## src/rtl/ncpu32k_ibus_fetchq_pkg.sv

```systemverilog
// Shared defaults for the instruction-bus fetch queue.
package ncpu32k_ibus_fetchq_pkg;

  localparam int NCPU_AW            = 32;
  localparam int NCPU_IW            = 32;
  localparam int NCPU_IBUS_FQ_DEPTH = 4;

  // Pointer width: one extra bit over the index so full and empty differ.
  function automatic int fq_ptr_w(input int depth);
    return $clog2(depth) + 1;
  endfunction

endpackage

```

## src/rtl/ncpu32k_fetchq_ctr.sv

```systemverilog
// Pointer, drop-counter and credit logic for the fetch queue.
module ncpu32k_fetchq_ctr
  import ncpu32k_ibus_fetchq_pkg::*;
#(
  parameter int DEPTH = NCPU_IBUS_FQ_DEPTH
) (
  input  logic                       clk,
  input  logic                       rst,
  input  logic                       cmd_fire,
  input  logic                       rsp_valid,
  input  logic                       pop,
  input  logic                       flush,
  output logic [$clog2(DEPTH)-1:0]   alloc_idx,
  output logic [$clog2(DEPTH)-1:0]   fill_idx,
  output logic [$clog2(DEPTH)-1:0]   rd_idx,
  output logic                       occ_nz,
  output logic                       credit,
  output logic                       rsp_fill
);

  localparam int PW = fq_ptr_w(DEPTH);
  localparam int AI = $clog2(DEPTH);
  localparam logic [PW-1:0] ONE     = {{(PW-1){1'b0}}, 1'b1};
  localparam logic [PW:0]   DEPTH_W = DEPTH[PW:0];

  logic [PW-1:0] alloc_p, fill_p, rd_p, drop_cnt;
  logic [PW-1:0] alloc_next, fill_next, rd_next, drop_next;
  logic [PW-1:0] occ, unfilled;
  logic [PW-1:0] cmd_inc, rsp_dec;
  logic [PW:0]   use_norm, use_flush;

  assign occ       = alloc_p - rd_p;
  assign unfilled  = alloc_p - fill_p;
  assign cmd_inc   = {{(PW-1){1'b0}}, cmd_fire};
  assign rsp_dec   = {{(PW-1){1'b0}}, rsp_valid};

  // During a flush the buffered entries vanish, so only pending drops and
  // still-unfilled requests consume credit.
  assign use_norm  = {1'b0, occ} + {1'b0, drop_cnt};
  assign use_flush = {1'b0, unfilled} + {1'b0, drop_cnt};
  assign credit    = flush ? (use_flush < DEPTH_W) : (use_norm < DEPTH_W);

  assign alloc_idx = alloc_p[AI-1:0];
  assign fill_idx  = fill_p[AI-1:0];
  assign rd_idx    = rd_p[AI-1:0];
  assign occ_nz    = (occ != '0);
  assign rsp_fill  = rsp_valid & ~flush & (drop_cnt == '0);

  // Next-state for pointers and drop counter; flush overrides fill and pop.
  always_comb begin
    alloc_next = alloc_p + cmd_inc;
    fill_next  = fill_p;
    rd_next    = rd_p;
    drop_next  = drop_cnt;
    if (flush) begin
      fill_next = alloc_p;
      rd_next   = alloc_p;
      drop_next = drop_cnt + unfilled - rsp_dec;
    end else begin
      if (rsp_valid) begin
        if (drop_cnt != '0) begin
          drop_next = drop_cnt - ONE;
        end else begin
          fill_next = fill_p + ONE;
        end
      end
      if (pop) begin
        rd_next = rd_p + ONE;
      end
    end
  end

  // State registers; reset wins over any handshake in the same cycle.
  always_ff @(posedge clk) begin
    if (rst) begin
      alloc_p  <= '0;
      fill_p   <= '0;
      rd_p     <= '0;
      drop_cnt <= '0;
    end else begin
      alloc_p  <= alloc_next;
      fill_p   <= fill_next;
      rd_p     <= rd_next;
      drop_cnt <= drop_next;
    end
  end

`ifdef NCPU_ENABLE_ASSERT
  // A response with nothing to drop and nothing awaiting data is a memory protocol error.
  always_ff @(posedge clk) begin
    if (!rst) begin
      assert (!(rsp_valid && drop_cnt == '0 && unfilled == '0))
        else $error("fetchq: orphan memory response");
    end
  end
`endif

endmodule

```

## src/rtl/ncpu32k_ibus_fetchq.sv

```systemverilog
// In-order instruction fetch queue between the IFU and instruction memory.
module ncpu32k_ibus_fetchq
  import ncpu32k_ibus_fetchq_pkg::*;
#(
  parameter int AW    = NCPU_AW,
  parameter int IW    = NCPU_IW,
  parameter int DEPTH = NCPU_IBUS_FQ_DEPTH
) (
  input  logic          clk,
  input  logic          rst,
  input  logic          ibus_cmd_valid,
  output logic          ibus_cmd_ready,
  input  logic [AW-1:0] ibus_cmd_addr,
  output logic          ibus_dout_valid,
  input  logic          ibus_dout_ready,
  output logic [IW-1:0] ibus_dout,
  output logic [AW-1:0] ibus_out_id,
  input  logic          specul_flush,
  output logic          mem_req_valid,
  input  logic          mem_req_ready,
  output logic [AW-1:0] mem_req_addr,
  input  logic          mem_rsp_valid,
  input  logic [IW-1:0] mem_rsp_data
);

  localparam int AI = $clog2(DEPTH);

  logic [AI-1:0]    alloc_idx, fill_idx, rd_idx;
  logic             occ_nz, credit, rsp_fill;
  logic             cmd_fire, pop;
  logic [DEPTH-1:0] alloc_sel, fill_sel;

  logic [AW-1:0]    addr_reg   [DEPTH];
  logic [IW-1:0]    data_reg   [DEPTH];
  logic [DEPTH-1:0] filled_reg;

  ncpu32k_fetchq_ctr #(
    .DEPTH (DEPTH)
  ) u_ctr (
    .clk       (clk),
    .rst       (rst),
    .cmd_fire  (cmd_fire),
    .rsp_valid (mem_rsp_valid),
    .pop       (pop),
    .flush     (specul_flush),
    .alloc_idx (alloc_idx),
    .fill_idx  (fill_idx),
    .rd_idx    (rd_idx),
    .occ_nz    (occ_nz),
    .credit    (credit),
    .rsp_fill  (rsp_fill)
  );

  // Request side is purely combinational: the command goes straight to memory.
  assign ibus_cmd_ready  = mem_req_ready & credit;
  assign mem_req_valid   = ibus_cmd_valid & credit & ~rst;
  assign mem_req_addr    = ibus_cmd_addr;
  assign cmd_fire        = ibus_cmd_valid & ibus_cmd_ready;

  // Head is presented from registered storage; a flush hides it immediately.
  assign ibus_dout_valid = ~rst & ~specul_flush & occ_nz & filled_reg[rd_idx];
  assign ibus_dout       = data_reg[rd_idx];
  assign ibus_out_id     = addr_reg[rd_idx];
  assign pop             = ibus_dout_valid & ibus_dout_ready;

  // Per-entry write enables for allocation and response fill.
  generate
    for (genvar gi = 0; gi < DEPTH; gi++) begin : g_sel
      assign alloc_sel[gi] = cmd_fire & (alloc_idx == AI'(gi));
      assign fill_sel[gi]  = rsp_fill & (fill_idx == AI'(gi));
    end
  endgenerate

  // Entry storage: allocation records the address, fill records the insn.
  always_ff @(posedge clk) begin
    if (rst) begin
      for (int i = 0; i < DEPTH; i++) begin
        addr_reg[i]   <= '0;
        data_reg[i]   <= '0;
        filled_reg[i] <= 1'b0;
      end
    end else begin
      for (int i = 0; i < DEPTH; i++) begin
        if (alloc_sel[i]) begin
          addr_reg[i]   <= ibus_cmd_addr;
          filled_reg[i] <= 1'b0;
        end
        if (fill_sel[i]) begin
          data_reg[i]   <= mem_rsp_data;
          filled_reg[i] <= 1'b1;
        end
      end
    end
  end

endmodule

```

## config.mk

```make
export PLATFORM = sky130hd
export DESIGN_NAME = ncpu32k_ibus_fetchq
export DESIGN_NICKNAME = d
export VERILOG_FILES = /design/src/rtl/ncpu32k_ibus_fetchq_pkg.sv /design/src/rtl/ncpu32k_fetchq_ctr.sv /design/src/rtl/ncpu32k_ibus_fetchq.sv
export SDC_FILE = /design/constraint.sdc
export NUM_CORES = 1
export LEC_CHECK = 0
export CORE_MARGIN = 2
export CORE_UTILIZATION = 40
export CTS_CLUSTER_DIAMETER = 150
export DETAILED_ROUTE_END_ITERATION = 7
export RECOVER_POWER = 25
export SYNTH_ARGS = -nofsm -noshare
export SYNTH_HDL_FRONTEND = slang
export SYNTH_SLANG_ARGS = --single-unit
```

## constraint.sdc

```tcl
create_clock -name clk -period 5.3 [get_ports clk]
set_clock_uncertainty 0.2 [all_clocks]
set_input_delay 0.795 -clock clk [delete_from_list [all_inputs] [get_ports clk]]
set_output_delay 0.795 -clock clk [all_outputs]
set_load 0.01 [all_outputs]
```

==> results_dict.tcl <==
set metrics [dict create \
    hold_slack_ns 0.301 \
    post_cts_buffers 0 \
    ctsHoldBuffers 0 \
    ys.flop_type "edfxtp_1" \
    relSlewSlack -0.453 \
    synth.top_cells.by_count "256 x edfxtp_1, 133 x nor2_1, 128 x and3_1" \
    avgSynthCellArea_um2 14.8 \
    post-route-period-util 0.936 \
    vias 7300 \
    clockBufferDepth 3 \
    tns_ns 0 \
    nets 1059 \
    startpoint_type "flop" \
    cts_resized 0 \
    antenna_cells 0 \
    p_per_area_mw_per_mm2 359 \
    crit_path_end_kind "primary output" \
    layout-drive-gt1-share 0.131 \
    crit_required_ns 4.30 \
    antenna_found_initial 1 \
    async_flop_share 0 \
    io_pins 170 \
    ir_drop_v 0.000240 \
    grt_pass1_vias 7726 \
    root_buffer "clkbuf_16" \
    die_area_mm2 0.0323 \
    drt_wl_total_mm 27.6 \
    setup_violations 0 \
    crit_type "reg2out" \
    violations "max-capacitance violations, max-slew violations" \
    power_mw 5.41 \
    vias_per_cell 5.27 \
    post-route-util 0.494 \
    postRouteAntennaNets 0 \
    yosysSeqAreaShare 0.651 \
    netlist_top_cells_area "edfxtp_1 62%, mux4_2 12%, and3_1 6.5%, nor2_1 4.0%, dfxtp_1 2.9%" \
    hold_viol 0 \
    p_seq_frac 0.477 \
    worstPathArrival_ns 3.97 \
    cts.sinks 274 \
    yosys.area.top_type "edfxtp_1" \
    max_freq_ghz 0.202 \
    p_leak_nw 5.70 \
    clk_pin_slew_ns 0.06 \
    p_sw_frac 0.249 \
    rsz0062_at_grt "false" \
    yosys_register_bits 274 \
    avgRoutedWirePerCell_um 19.9 \
    min_period_ns 4.96 \
    status "finished with violations" \
    power.share.combinational 0.163 \
    worst-slew-pin-transition_ns 2.18 \
    remaining_drc_errors 0 \
    yosys_warnings 0 \
    power.switching_mw 1.35 \
    die_w_um 180 \
    synth_nets 930 \
    place_hpwl_mm 15.7 \
    synth_cells 838 \
    dpl_cell_area_mm2 0.0142 \
    areaGrowthSynthToFinish_pct 21.8 \
    fp.dieH_um 180 \
    crit_fanout 5 \
    min_path_type "reg2reg" \
    insertion_delay_ns 0.54 \
    numCtsBuffers 30 \
    grt_use_total 0.171 \
    coreArea_mm2 0.0305 \
    drtPass1Iterations 4 \
    htree_levels 1 \
    synth.most_common_cell "edfxtp_1" \
    p_int_mw 4.06 \
    synth_top_area_frac 0.622 \
    tritoncts "yes" \
    synth.distinct_cells 40 \
    synth-edff-count 256 \
    clockPowerShare 0.360 \
    final_area_mm2 0.0151 \
    place_congestion 0.744 \
    dr.first_iter.drc_count 523 \
    grt_max_degree 133 \
    synth.cell_area_mm2 0.0124 \
    start_util 0.405 \
    rows 64 \
    slew_viol_final 181 \
    grt_pass1_wl_mm 43.8 \
    globalRoute.totalOverflow 0 \
    port_buffers 169 \
    maxCapViolations 2 \
]
## cell usage in the layout (no fill, tap or decap), drive strengths merged, types with 4 or more instances in the layout
cell           netlist  final
edfxtp             256    256
clkdlybuf4s50        0    168
nor2               133    133
and3               128    128
mux4                65     65
nand2               52     52
clkbuf              41     45
ha                  18     18
dfxtp               18     18
inv                 16     17
buf                 54     16
clkinv               1     13
xnor2                5      5
xor2                 4      4
nor2b                4      4
a2111o               4      4
a32o                 4      4
## area by class of cell
type	instances	area (um^2)
clock inverter	17	113
multi-input combinational	452	3680
clock buffer	38	802
fill	2665	15400
sequential	274	8050
tap	396	495
timing repair buffer	192	1860
inverter	17	63.8
## path summary, 6_finish.rpt
check / startpoint / endpoint / slack, ns / cells past startpoint
setup / recovery: u_ctr.alloc_p[0] / mem_req_valid / 0.34 / 12
hold reg to reg: filled_reg[1] / filled_reg[1] / 0.30 / 1
hold / removal: filled_reg[1] / filled_reg[1] / 0.30 / 1
setup reg to reg: u_ctr.alloc_p[0] / addr_reg[0][15] / 1.27 / 12
## layer usage
layer | up-vias | wire length, um | track usage | share of wire
met5 | - | 12 | 0 | 0.00043
met4 | 2 | 478 | 0.0374 | 0.017
met3 | 37 | 1450 | 0.0280 | 0.052
met2 | 209 | 13800 | 0.291 | 0.50
met1 | 3679 | 11800 | 0.233 | 0.43
li1 | 3373 | - | - | -
## power by group through the flow
stage / Combinational [mW] / Sequential [mW] / Clock, mW
detailed placement: 0.891 / 2.63 / 0
floorplan: 0.530 / 2.60 / 0
CTS: 0.895 / 2.58 / 1.98
finish: 0.879 / 2.58 / 1.95
global placement: 0.885 / 2.63 / 0
global route: 0.962 / 2.60 / 2.08
## stage by stage
| stage | std cells | worst slack [ns] |
|---|---|---|
| 5_1_grt | 1386 | 0.143 |
| 3_3_place_gp | 1331 | 0.950 |
| 4_1_cts | 1386 | 0.317 |
| 2_1_floorplan | 838 | 1.03 |
| 3_5_place_dp | 1331 | 0.918 |
| 6_report | 1386 | 0.337 |
## worst max-delay path, cell delays in order, from the launching register on
cell and delay (ns):
dfxtp_1 0.33, inv_1 0.16, ha_1 0.17, inv_1 0.04, fa_1 0.36, xor2_1 0.18, xnor2_1 0.14, ha_1 0.30
or4b_1 0.52, a31o_1 0.25, and2_1 0.21, nor3b_1 0.19, clkdlybuf4s50_1 0.57
## logic make-up (layout without fill, tap and decap cells)
group | count (synthesis) | after routing | synth area share
AOI/OAI and AO/OA | 28 | 28 | 0.0183
xor gates and xnor gates | 10 | 10 | 0.00820
adders and majority gates | 21 | 21 | 0.0231
buffers and inverters | 112 | 264 | 0.0520
DFF | 274 | 274 | 0.651
muxes | 66 | 66 | 0.119
and+or+nand+nor | 327 | 327 | 0.128
No activity file was read; power rests on OpenSTA's default activity.
